===== config.mk =====
export PLATFORM = sky130hd
export DESIGN_NAME = artec_sync_frame_dispatch
export DESIGN_NICKNAME = d
export VERILOG_FILES = /design/src/rtl/artec_sync_frame_dispatch.sv
export SDC_FILE = /design/constraint.sdc
export NUM_CORES = 1
export LEC_CHECK = 0
export CORE_MARGIN = 3
export CORE_UTILIZATION = 43
export DETAILED_ROUTE_END_ITERATION = 12
export GPL_ROUTABILITY_DRIVEN = 0
export PLACE_DENSITY = 0.79
export SLEW_MARGIN = 25
export SYNTH_ARGS = -nofsm -noshare
export SYNTH_HDL_FRONTEND = slang
export SYNTH_SLANG_ARGS = --single-unit

===== constraint.sdc =====
create_clock -name clk -period 5.1 [get_ports clk]
set_input_delay 0.765 -clock clk [delete_from_list [all_inputs] [get_ports clk]]
set_output_delay 0.765 -clock clk [all_outputs]
set_load 0.02 [all_outputs]

===== src/rtl/artec_sync_frame_dispatch.sv =====
`timescale 1ns/1ps
// Turns each synced frame number into one read command per enabled capture channel,
// then waits for every command to complete before accepting the next sync.
module artec_sync_frame_dispatch #(
  parameter int unsigned CH_NUM = 5,
  parameter int unsigned FB_NUM = 8,
  parameter int unsigned ADDR_W = 32,
  localparam int unsigned FN_W = $clog2(FB_NUM),
  localparam int unsigned CH_W = (CH_NUM > 1) ? $clog2(CH_NUM) : 1,
  localparam int unsigned OC_W = $clog2(CH_NUM + 1)
) (
  input  logic                     clk,
  input  logic                     rstn,
  input  logic [CH_NUM-1:0]        ch_enable_i,
  input  logic [CH_NUM*ADDR_W-1:0] ch_base_i,
  input  logic [ADDR_W-1:0]        frame_size_i,
  input  logic                     sync_valid_i,
  input  logic [FN_W-1:0]          sync_fnum_i,
  output logic                     sync_ready_o,
  output logic                     cmd_valid_o,
  input  logic                     cmd_ready_i,
  output logic [CH_W-1:0]          cmd_ch_o,
  output logic [ADDR_W-1:0]        cmd_addr_o,
  output logic [ADDR_W-1:0]        cmd_len_o,
  input  logic                     done_i,
  output logic                     busy_o,
  output logic [15:0]              frame_cnt_o,
  output logic                     err_o
);

  typedef enum logic [1:0] {IDLE, ISSUE, WAIT} state_t;

  state_t              state_q, state_d;
  logic [CH_NUM-1:0]   pend_q, pend_clr, sel_pend;
  logic [FN_W-1:0]     fnum_q, sel_fnum;
  logic [OC_W-1:0]     oc_q, oc_d;
  logic                cmd_valid_q, busy_q, err_q;
  logic [CH_W-1:0]     cmd_ch_q, sel_ch;
  logic [ADDR_W-1:0]   cmd_addr_q, cmd_len_q, sel_base, sel_addr;
  logic [15:0]         frame_cnt_q;
  logic                hs, accept, load, frame_done, cmd_fire, err_set;

  assign sync_ready_o = (state_q == IDLE);
  assign cmd_valid_o  = cmd_valid_q;
  assign cmd_ch_o     = cmd_ch_q;
  assign cmd_addr_o   = cmd_addr_q;
  assign cmd_len_o    = cmd_len_q;
  assign busy_o       = busy_q;
  assign frame_cnt_o  = frame_cnt_q;
  assign err_o        = err_q;

  assign cmd_fire = cmd_valid_q && cmd_ready_i;
  assign pend_clr = pend_q & ~(CH_NUM'(1) << cmd_ch_q);

  // Outstanding-command bookkeeping; simultaneous accept and done cancel out.
  always_comb begin
    oc_d    = oc_q;
    err_set = 1'b0;
    if (cmd_fire && !done_i) begin
      oc_d = oc_q + OC_W'(1);
    end else if (done_i && !cmd_fire) begin
      if (oc_q == '0) err_set = 1'b1;
      else            oc_d = oc_q - OC_W'(1);
    end
  end

  // Next-state logic; the next command is loaded in the same cycle the previous one is taken.
  always_comb begin
    state_d    = state_q;
    hs         = 1'b0;
    accept     = 1'b0;
    load       = 1'b0;
    frame_done = 1'b0;
    sel_pend   = pend_clr;
    sel_fnum   = fnum_q;
    case (state_q)
      IDLE: begin
        sel_pend = ch_enable_i;
        sel_fnum = sync_fnum_i;
        if (sync_valid_i) begin
          hs = 1'b1;
          if (|ch_enable_i) begin
            load    = 1'b1;
            state_d = ISSUE;
          end
        end
      end
      ISSUE: begin
        if (cmd_fire) begin
          accept = 1'b1;
          if (|pend_clr) load = 1'b1;
          else           state_d = WAIT;
        end
      end
      WAIT: begin
        if (oc_d == '0) begin
          state_d    = IDLE;
          frame_done = 1'b1;
        end
      end
      default: state_d = IDLE;
    endcase
  end

  // Lowest pending channel and its buffer address for the next command.
  always_comb begin
    sel_ch   = '0;
    sel_base = '0;
    for (int i = CH_NUM - 1; i >= 0; i--) begin
      if (sel_pend[i]) begin
        sel_ch   = CH_W'(i);
        sel_base = ch_base_i[i*ADDR_W +: ADDR_W];
      end
    end
    sel_addr = sel_base + ADDR_W'(sel_fnum) * frame_size_i;
  end

  always_ff @(posedge clk or negedge rstn) begin
    if (!rstn) state_q <= IDLE;
    else       state_q <= state_d;
  end

  always_ff @(posedge clk or negedge rstn) begin
    if (!rstn) begin
      pend_q      <= '0;
      fnum_q      <= '0;
      oc_q        <= '0;
      cmd_valid_q <= 1'b0;
      cmd_ch_q    <= '0;
      cmd_addr_q  <= '0;
      cmd_len_q   <= '0;
      busy_q      <= 1'b0;
      err_q       <= 1'b0;
      frame_cnt_q <= '0;
    end else begin
      if (hs) begin
        pend_q <= ch_enable_i;
        fnum_q <= sync_fnum_i;
      end else if (accept) begin
        pend_q <= pend_clr;
      end
      if (load) begin
        cmd_valid_q <= 1'b1;
        cmd_ch_q    <= sel_ch;
        cmd_addr_q  <= sel_addr;
        cmd_len_q   <= frame_size_i;
      end else if (accept) begin
        cmd_valid_q <= 1'b0;
      end
      oc_q   <= oc_d;
      busy_q <= (state_d != IDLE);
      if (err_set) err_q <= 1'b1;
      if (frame_done) frame_cnt_q <= frame_cnt_q + 16'd1;
    end
  end

endmodule


Yosys cells after proc, flatten, opt, wreduce, memory -nomap -nowiden
Index checks and enable logic that the tools add are counted.

operators by class
  $add $sub $neg = 4
  multipliers = 1
  div/mod/pow operators = 0
  order comparisons = 0
  equality and inequality tests = 2
  shift operators = 1
  multiplexer cells = 39
  bitwise operators = 2
  reductions and logical operators = 13

operator list
  cell                                                                count
  32-bit two-way mux                                                  5
  32-bit adder                                                        1
  3-bit by 32-bit multiplier with 32-bit output                       1
  3-bit two-way mux                                                   9
  16-bit by 1-bit adder with 16-bit output, second input constant     1
  1-bit two-way mux                                                   15
  5-bit two-way mux                                                   3
  2-bit two-way mux                                                   5
  5-bit OR reduction                                                  2
  3-bit zero test                                                     2
  2-bit one-hot mux with 3 select lines                               1
  2-bit nonzero test                                                  3
  5-bit AND                                                           1
  5-bit NOT                                                           1
  1-bit by 3-bit << shifter with 5-bit output, first input constant   1
  3-bit by 1-bit adder with 3-bit output, second input constant       1
  1-bit logical AND                                                   3
  3-bit by 1-bit subtractor with 3-bit output, second input constant  1
  2-bit by 1-bit == test with 1-bit output, second input constant     1
  2-bit == test, second input constant                                1
  1-bit zero test                                                     2
  2-bit zero test                                                     1
  1-bit one-hot mux with 2 select lines                               1

storage, ports and cells
  flip-flop bits (word level) = 99
  latch bits = 0
  RAM bits = 0
  bits in read-only memories = 0
  input port bits = 205
  output and inout port bits = 87
  word-level logic and storage cells = 73
  memories = 0

Longest topological paths before layout
Gate-level depths: netlist of the first run.

  depth in word-level cells = 10
  depth in mapped cells = 21
  depth with buffers taken out = 18

Worst setup path before layout of the first run
OpenSTA, ideal clock, no wires.

  kind = reg-to-reg
  from = register state_q[0]
  to = register cmd_addr_q[29], in the netlist cmd_addr_o[29]
  library setup time = 0.069 ns
  data arrival time = 4.754 ns
  required time = 5.031 ns
  path slack = 0.277 ns
  stages on the path, launching flop included = 20
  clock period less this slack = 4.823 ns
  cell sequence = dfrtp_1 -> buf_2 -> nor2_1 -> buf_2 -> mux2_2 -> clkbuf_1 -> clkbuf_1 -> nand2_1 -> fa_1 -> inv_1 -> fa_1 -> fa_1 -> a211oi_1 -> o21a_1 -> nor4b_1 -> a211oi_1 -> a21oi_1 -> o21a_1 -> or3_1 -> nand3_1

between the ends
  longest elaborated chain between the ends = 8
  elaborated cells on any way between the ends = 12

RTL lines
  element                                                                                line  source
  start, declared                                                                        33    state_t state_q, state_d;
  start signal, assigned                                                                 120   else state_q <= state_d;
  2-bit zero test (*)                                                                    --
  named net sync_ready_o                                                                 19    output logic sync_ready_o,
  branches (longest 7 deep; another with 3-bit by 32-bit multiplier with 32-bit output)  --
  end signal, assigned                                                                   145   cmd_addr_q <= sel_addr;
  end, declared                                                                          39    logic [ADDR_W-1:0] cmd_addr_q, cmd_len_q, sel_base, sel_addr;

Mark *: on every way through the listed nets, which the timed path passes.
A chain may end at the register's enable or synchronous reset.

Worst setup path in the final report of the first run
  from = register cmd_ch_q[1], in the netlist cmd_ch_o[1]
  to = register cmd_addr_q[29], in the netlist cmd_addr_o[29]

between the ends
  longest elaborated chain between the ends = 10
  elaborated cells on any way between the ends = 14

RTL lines
  element                                          line  source
  start, declared                                  38    logic [CH_W-1:0] cmd_ch_q, sel_ch;
  start signal, assigned                           144   cmd_ch_q <= sel_ch;
  1-bit by 3-bit << shifter with 5-bit output (*)  53    assign pend_clr = pend_q & ~(CH_NUM'(1) << cmd_ch_q);
  5-bit NOT (*)                                    53
  5-bit AND (*)                                    53
  5-bit two-way mux                                76    case (state_q)
  32-bit two-way mux (5 in series)                 110   if (sel_pend[i]) begin
  32-bit adder                                     115   sel_addr = sel_base + ADDR_W'(sel_fnum) * frame_size_i;

Mark *: on every way between the ends. The rest lies on a longest branch, timed or not.

==> key figures, run 1 <==
Clock tree
  • CTS Hold Bufs: 0
  • Clk pin slew, worst setup/hold paths: roughly 80 ps
  • Clock root buffer: clkbuf_16
  • Total CTS buffers: 9
  • Clock buffer depth: 2
  • Postcts setup bufs: 0
  • Sink Count: between 90 and 100
  • Post-CTS sizing: 0
  • CTS H-tree depth: 3
  • TritonCTS clock tree: yes
  • Worst-skew pair later-pin latency: 370 ps

Timing
  • Minimum clock period: approximately 4900 ps
  • Max-slew violations: 0
  • Final Hold Fails: 0
  • # setup viols final: 0
  • Worst Tran Pin Value: a little over 800 ps
  • Worst Setup Slack, final: between 200 and 250 ps
  • Fin Clk Skew: 13.6 ps
  • Final Cycle Share: between 90% and 100%
  • Fmax: 205 MHz
  • Relative slew slack: ~45%

Logic synthesis
  • Async S/R FF share, synth: 100%
  • Xor/xnor share of the synthesized area: under 10%
  • Synth Net Count: 1376
  • Syn Std Cell Area: 8800 um^2
  • Synth cell count leaders: nand2_1 (218), inv_1 (109), dfrtp_1 (99)
  • Netlist cell types: 63
  • Synth area leader: dfrtp_1
  • Count leader, synth: nand2_1
  • Yosys Warn Count: 0
  • Predominant post-synthesis flop cell: dfrtp_1
  • Synthesized area per cell: between 8 and 9 um^2
  • Synth top area share: between 20% and 30%
  • Post-synthesis compound-gate area fraction: 18.9%
  • Seq/Total Area, Yosys: around 28%
  • EDFF count, synth: 0
  • Adder-Cell Fraction of Synth Area: a little under a fifth
  • Largest cells by area after synthesis: dfrtp_1 (28%), fa_1 (13%), nand2_1 (9.3%), ha_1 (5.3%), and2_1 (4.9%)
  • Simple-gate area share of the yosys netlist: a little under a quarter
  • Multiplexer share of the synthesized area: less than 1%
  • Main combinational cell family by area after synthesis: simple AND/OR/NAND/NOR gates
  • #FFs+latches synth: 99
  • Post-synthesis cell count: roughly 1100

Detailed routing
  • M1 WL: 12.9 mm
  • Via count: between 9000 and 10000
  • Via density: ~5.5
  • Top routing layer in use: met4
  • Drc violations: 0
  • DR iter-0 viols: approximately 840
  • Routed wl met2: approximately 14 mm
  • Pre-antenna DRT Iters: 7
  • Detail Route met3 WL: between 2 and 2.5 mm
  • Post-route ant nets: 0
  • Drt total wl: roughly 30 mm
  • Routed len/inst: ~18 um

Worst setup path
  • Worst r2r path cells: 17
  • CP max FO: 10
  • FF-to-FF setup slack: around 220 ps
  • Terminus of the critical flop-to-flop path: cmd_addr_o[29]$_DFFE_PN0P_
  • CP required: approximately 5400 ps
  • Crit path kind: reg2reg
  • Element type at the critical path start: flop
  • Critical path arrival: 5180 ps
  • Worst setup EP type: flop
  • Reg-to-Reg Start: cmd_ch_o[1]$_DFFE_PN0P_

Die
  • Chip width: around 150 um
  • Die Area: between 20000 and 25000 um^2
  • FP Rows: a little over 50
  • I/O pins: just under 300
  • Die H: between 100 and 150 um
  • Core Region: between 15000 and 20000 um^2
  • Starting Density: 44.5%

Cells and area
  • Share of post-route cells with drive strength above 1: between 6 and 7%
  • Layout Nets: between 1500 and 2000
  • Area Growth Syn to Fin: 44.4%
  • Antenna Cells: 0

Global route
  • Largest net degree at the start of global routing: 63
  • Grt total ovfl: 0
  • Vias in the first global route: about 9000
  • Initial antenna violation count: 0
  • First-pass GRT wire length: approximately 47 mm
  • GRT Overall Usage: 26.4%

Placement
  • Port bufs: a little under 300
  • Detailed placer's ending HPWL: 23.9 mm
  • Pre-CTS setup slack: -13.4 ps

Worst hold path
  • HP Class: reg2reg
  • Hold path start: err_o$_DFFE_PN0P_
  • Hold EP: err_o$_DFFE_PN0P_
  • Hold Crit Depth: 1

Outcome
  • Status: completed

Flow run
  • Max-cap violation count: 0
[cells in the final DEF (no fill, tap or decap), types with 27 or more instances in the layout]
master,n
inv_1,109
buf_4,46
dfrtp_1,99
and2_1,69
ha_1,37
fa_1,59
a21oi_1,68
nand2_1,218
xnor2_1,27
o21ai_0,27
nor2_1,57
clkdlybuf4s50_1,290
a222oi_1,31
[area by class of cell]
class / count / area, um^2
clock inverters: 7 / 108
clock buffers: 9 / 225
fillers: 1638 / 7070
well taps: 265 / 332
multi-input cells: 816 / 5770
repair buffers: 343 / 3390
flip-flops and latches: 99 / 2480
inverters: 109 / 409
[flip-flops by register name, indices dropped and copies added, names as in the netlist, 2 cells and up]
name / cells
cmd_ch_o: 3
cmd_addr_o: 32
oc_q: 3
cmd_len_o: 32
frame_cnt_o: 16
fnum_q: 3
pend_q: 5
state_q: 2
[how the worst max path moves through the flow]
stage,startpoint,depth (start not counted),slack (ps),endpoint
global placement,ch_enable_i[2],18,80,cmd_addr_o[30]$_DFFE_PN0P_
floorplan,state_q[0]$_DFF_PN0_,19,280,cmd_addr_o[29]$_DFFE_PN0P_
CTS,state_q[1]$_DFF_PN0_,18,240,cmd_addr_o[29]$_DFFE_PN0P_
finish,cmd_ch_o[1]$_DFFE_PN0P_,17,220,cmd_addr_o[29]$_DFFE_PN0P_
detailed placement,ch_enable_i[2],18,-10,cmd_addr_o[29]$_DFFE_PN0P_
global route,cmd_ch_o[1]$_DFFE_PN0P_,17,-5,cmd_addr_o[31]$_DFFE_PN0P_
[worst max-delay path, stage by stage, from the launching register on]
cell	delay, ps
dfrtp_1	460
or3b_1	450
a22o_1	300
buf_4	220
a222oi_1	330
nand2_1	110
o21ai_0	100
o21ai_1	120
fa_1	500
fa_1	500
a211oi_1	330
o21a_1	230
nor4b_1	70
a211oi_1	270
a21oi_1	160
o21a_1	230
or3_1	350
nand3_1	80
[through the flow]
| stage | setup TNS (ps) | hold WS, ps | area, um^2 | util [%] | cells |
|---|---|---|---|---|---|
| detailed placement | -15.5 | 452 | 12400 | 62.4 | 1632 |
| finish | 0 | 468 | 12700 | 64.3 | 1648 |
| floorplan | 0 | 442 | 8800 | - | 1075 |
| global route | -4.79 | 485 | 12700 | 64.3 | 1648 |
| CTS | 0 | 474 | 12700 | 64.1 | 1648 |
| global placement | 0 | 449 | 12400 | 62.4 | 1632 |
[cells by family (layout without fill, tap and decap cells)]
kind of cell             after synthesis  count (layout)
buffers and inverters                160             468
AO/OA/AOI/OAI                        248             248
adder cells (fa/ha/maj)               96              96
XOR/XNOR                              37              37
flip-flops                            99              99
multiplexers                           4               4
AND/OR/NAND/NOR                      431             431
[metal layers]
metal	vias to the layer above	global-route usage, %
met5	-	0
met4	0	8.38
met2	383	41.2
met1	4363	37.4
li1	4257	-
met3	59	4.92
Power of run 1 is not shown: default switching activity piles up to over one toggle a cycle in this logic, so the estimate is an artifact.
==> run 2: changes to the inputs <==
- SKIP_CTS_REPAIR_TIMING: not set -> 1
==> results of run 2 <==
No change in the layout: final DEF, timing and power equal those of run 1.
Power of run 2 is left out for the same reason.
==> variant, RTL diff (settings of run 2) <==
Put one more register stage on the output `frame_cnt_o`, with the module's reset. The value now appears one clock later. The other outputs are not delayed to match.
--- a/src/rtl/artec_sync_frame_dispatch.sv
+++ b/src/rtl/artec_sync_frame_dispatch.sv
@@ -46,7 +46,13 @@
   assign cmd_addr_o   = cmd_addr_q;
   assign cmd_len_o    = cmd_len_q;
   assign busy_o       = busy_q;
-  assign frame_cnt_o  = frame_cnt_q;
+  always_ff @(posedge clk or negedge rstn) begin
+    if (!rstn) begin
+      frame_cnt_o <= '0;
+    end else begin
+      frame_cnt_o <= frame_cnt_q;
+    end
+  end
   assign err_o        = err_q;
 
   assign cmd_fire = cmd_valid_q && cmd_ready_i;
Check against the original RTL: not equivalent (a bounded check fails within 4 cycles, from zero or initial values and one cycle with rstn low).
==> variant against run 2 <==
Count of clock-buffer cells in the layout grew 9. Routed wire length grew 4.3%. Worst setup slack worse by 0.013 ns. Highest routed layer unchanged. Synthesized cell count is 2.0% lower. Sequential cell count is 16 higher. Synthesized area rose by 3.1%. Critical endpoint is now cmd_addr_o[31]. Cell area up 7.2%.
Power is left out: it rests on default switching activity, and per cell area and clock period it moved more than threefold.
==> variant: results (changes against run 2) <==
* Status: completed
* Fraction of layout cells with a size suffix above 1 at 10.75% (+4.2 points)
* CTS buffer count at 17 (+8)
* Crit path to: cmd_addr_o[31]
* Crit-path max FO at 17 (+7)
* Worst-Skew Late Latency at 0.42 ns (+0.05 ns)
* DP Wirelength at 24.09 mm (+0.72%)
* Worst-path clk slew at 0.06 ns (-0.02 ns)
* Clock buf count at 18 (+9)
* Signal inverters at 101 (-7.3%)
* Syn_nets at 1354 (-1.6%)
* H-tree depth at 4 (+1)
* Worst Skew at 0.01184 ns (-0.001764 ns)
* Multi-input combinational area share at 42.13% (-3.3 points)
* Arrival time worst endpoint at 5.19 ns (about the same)
* Critical R2R Launch: state_q[1]
* Layout fillers at 1683 (+2.7%)
* Nets at 1692 (+0.77%)
* Placement-stage worst setup slack at -0.3217 ns (-0.3083 ns)
* Hold Crit Class: in -> async
* Worst relative slew slack at 39.12% (-6.3 points)
* Total track usage at 26.71% (+0.33 points)
* Drt pass-1 iters at 5 (-2)
* DR vias/cell at 5.432 (-1.2%)
* DR iter-0 viols at 593 (-29%)
* Non-clock buffer count at 371 (+8.2%)
* Distinct cell type count after synthesis at 66 (+4.8%)
* Vias in the first global route at 9238 (+3.0%)
* Register area share after synthesis at 31.69% (+3.6 points)
* Clock-cell share at 4.699% (+2.1 points)
* R2R depth at 20 (+3)
* Tcrit/Tclk final at 95.91% (+0.25 points)
variant: changes by cell type after synthesis, moves of 12 or more:
cell | before | now
dfrtp_1 | 99 | 115
a22oi_1 | 2 | 64
nor2_1 | 58 | 41
xor2_1 | 10 | 22
a222oi_1 | 31 | 0
o22ai_1 | 1 | 22
a211oi_1 | 25 | 5
variant: cell families (layout without fill, tap and decap cells):
family	Yosys count	count (layout)	synth area share [%]
buf+inv	153	504	6.517
flops	115	115	31.69
compound gates	266	266	19.51
simple gates	376	376	19.54
xor+xnor	43	43	4.147
mux	4	4	0.4960
fa+ha+maj	96	96	18.10
variant: through the flow:
step / utilization [%] / instance area, µm² / std cells / hold slack (ns)
3_5_place_dp: 63.00 / 12910 / 1642 / 0.3841
4_1_cts: 66.12 / 13550 / 1674 / 0.3981
5_1_grt: 66.52 / 13630 / 1674 / 0.4102
6_report: 66.52 / 13630 / 1674 / 0.3799
3_3_place_gp: 63.00 / 12910 / 1642 / 0.3825
2_1_floorplan: - / 9081 / 1053 / 0.3487
variant: critical path: stages, from the launching register on:
cell and delay (ns):
dfrtp_1 0.41, or2_4 0.30, inv_4 0.14, mux2_2 0.38, buf_12 0.16, buf_12 0.15
and2_1 0.17, fa_1 0.51, inv_1 0.07, fa_1 0.54, inv_1 0.05, ha_1 0.34
a21o_1 0.18, a21o_1 0.19, a21oi_1 0.17, a31oi_2 0.13, o21ai_2 0.19, a21oi_2 0.10
o211ai_1 0.20, a21oi_1 0.10, o31a_1 0.27
variant: per-layer routing:
metal  GRT usage (%)  vias up  part of all wire, %
met5               0        -                    0
met1           32.44     4386                   39
met3           5.595       61                  7.3
met2           46.72      401                   51
li1                -     4246                    -
met4           9.701        0                  2.9
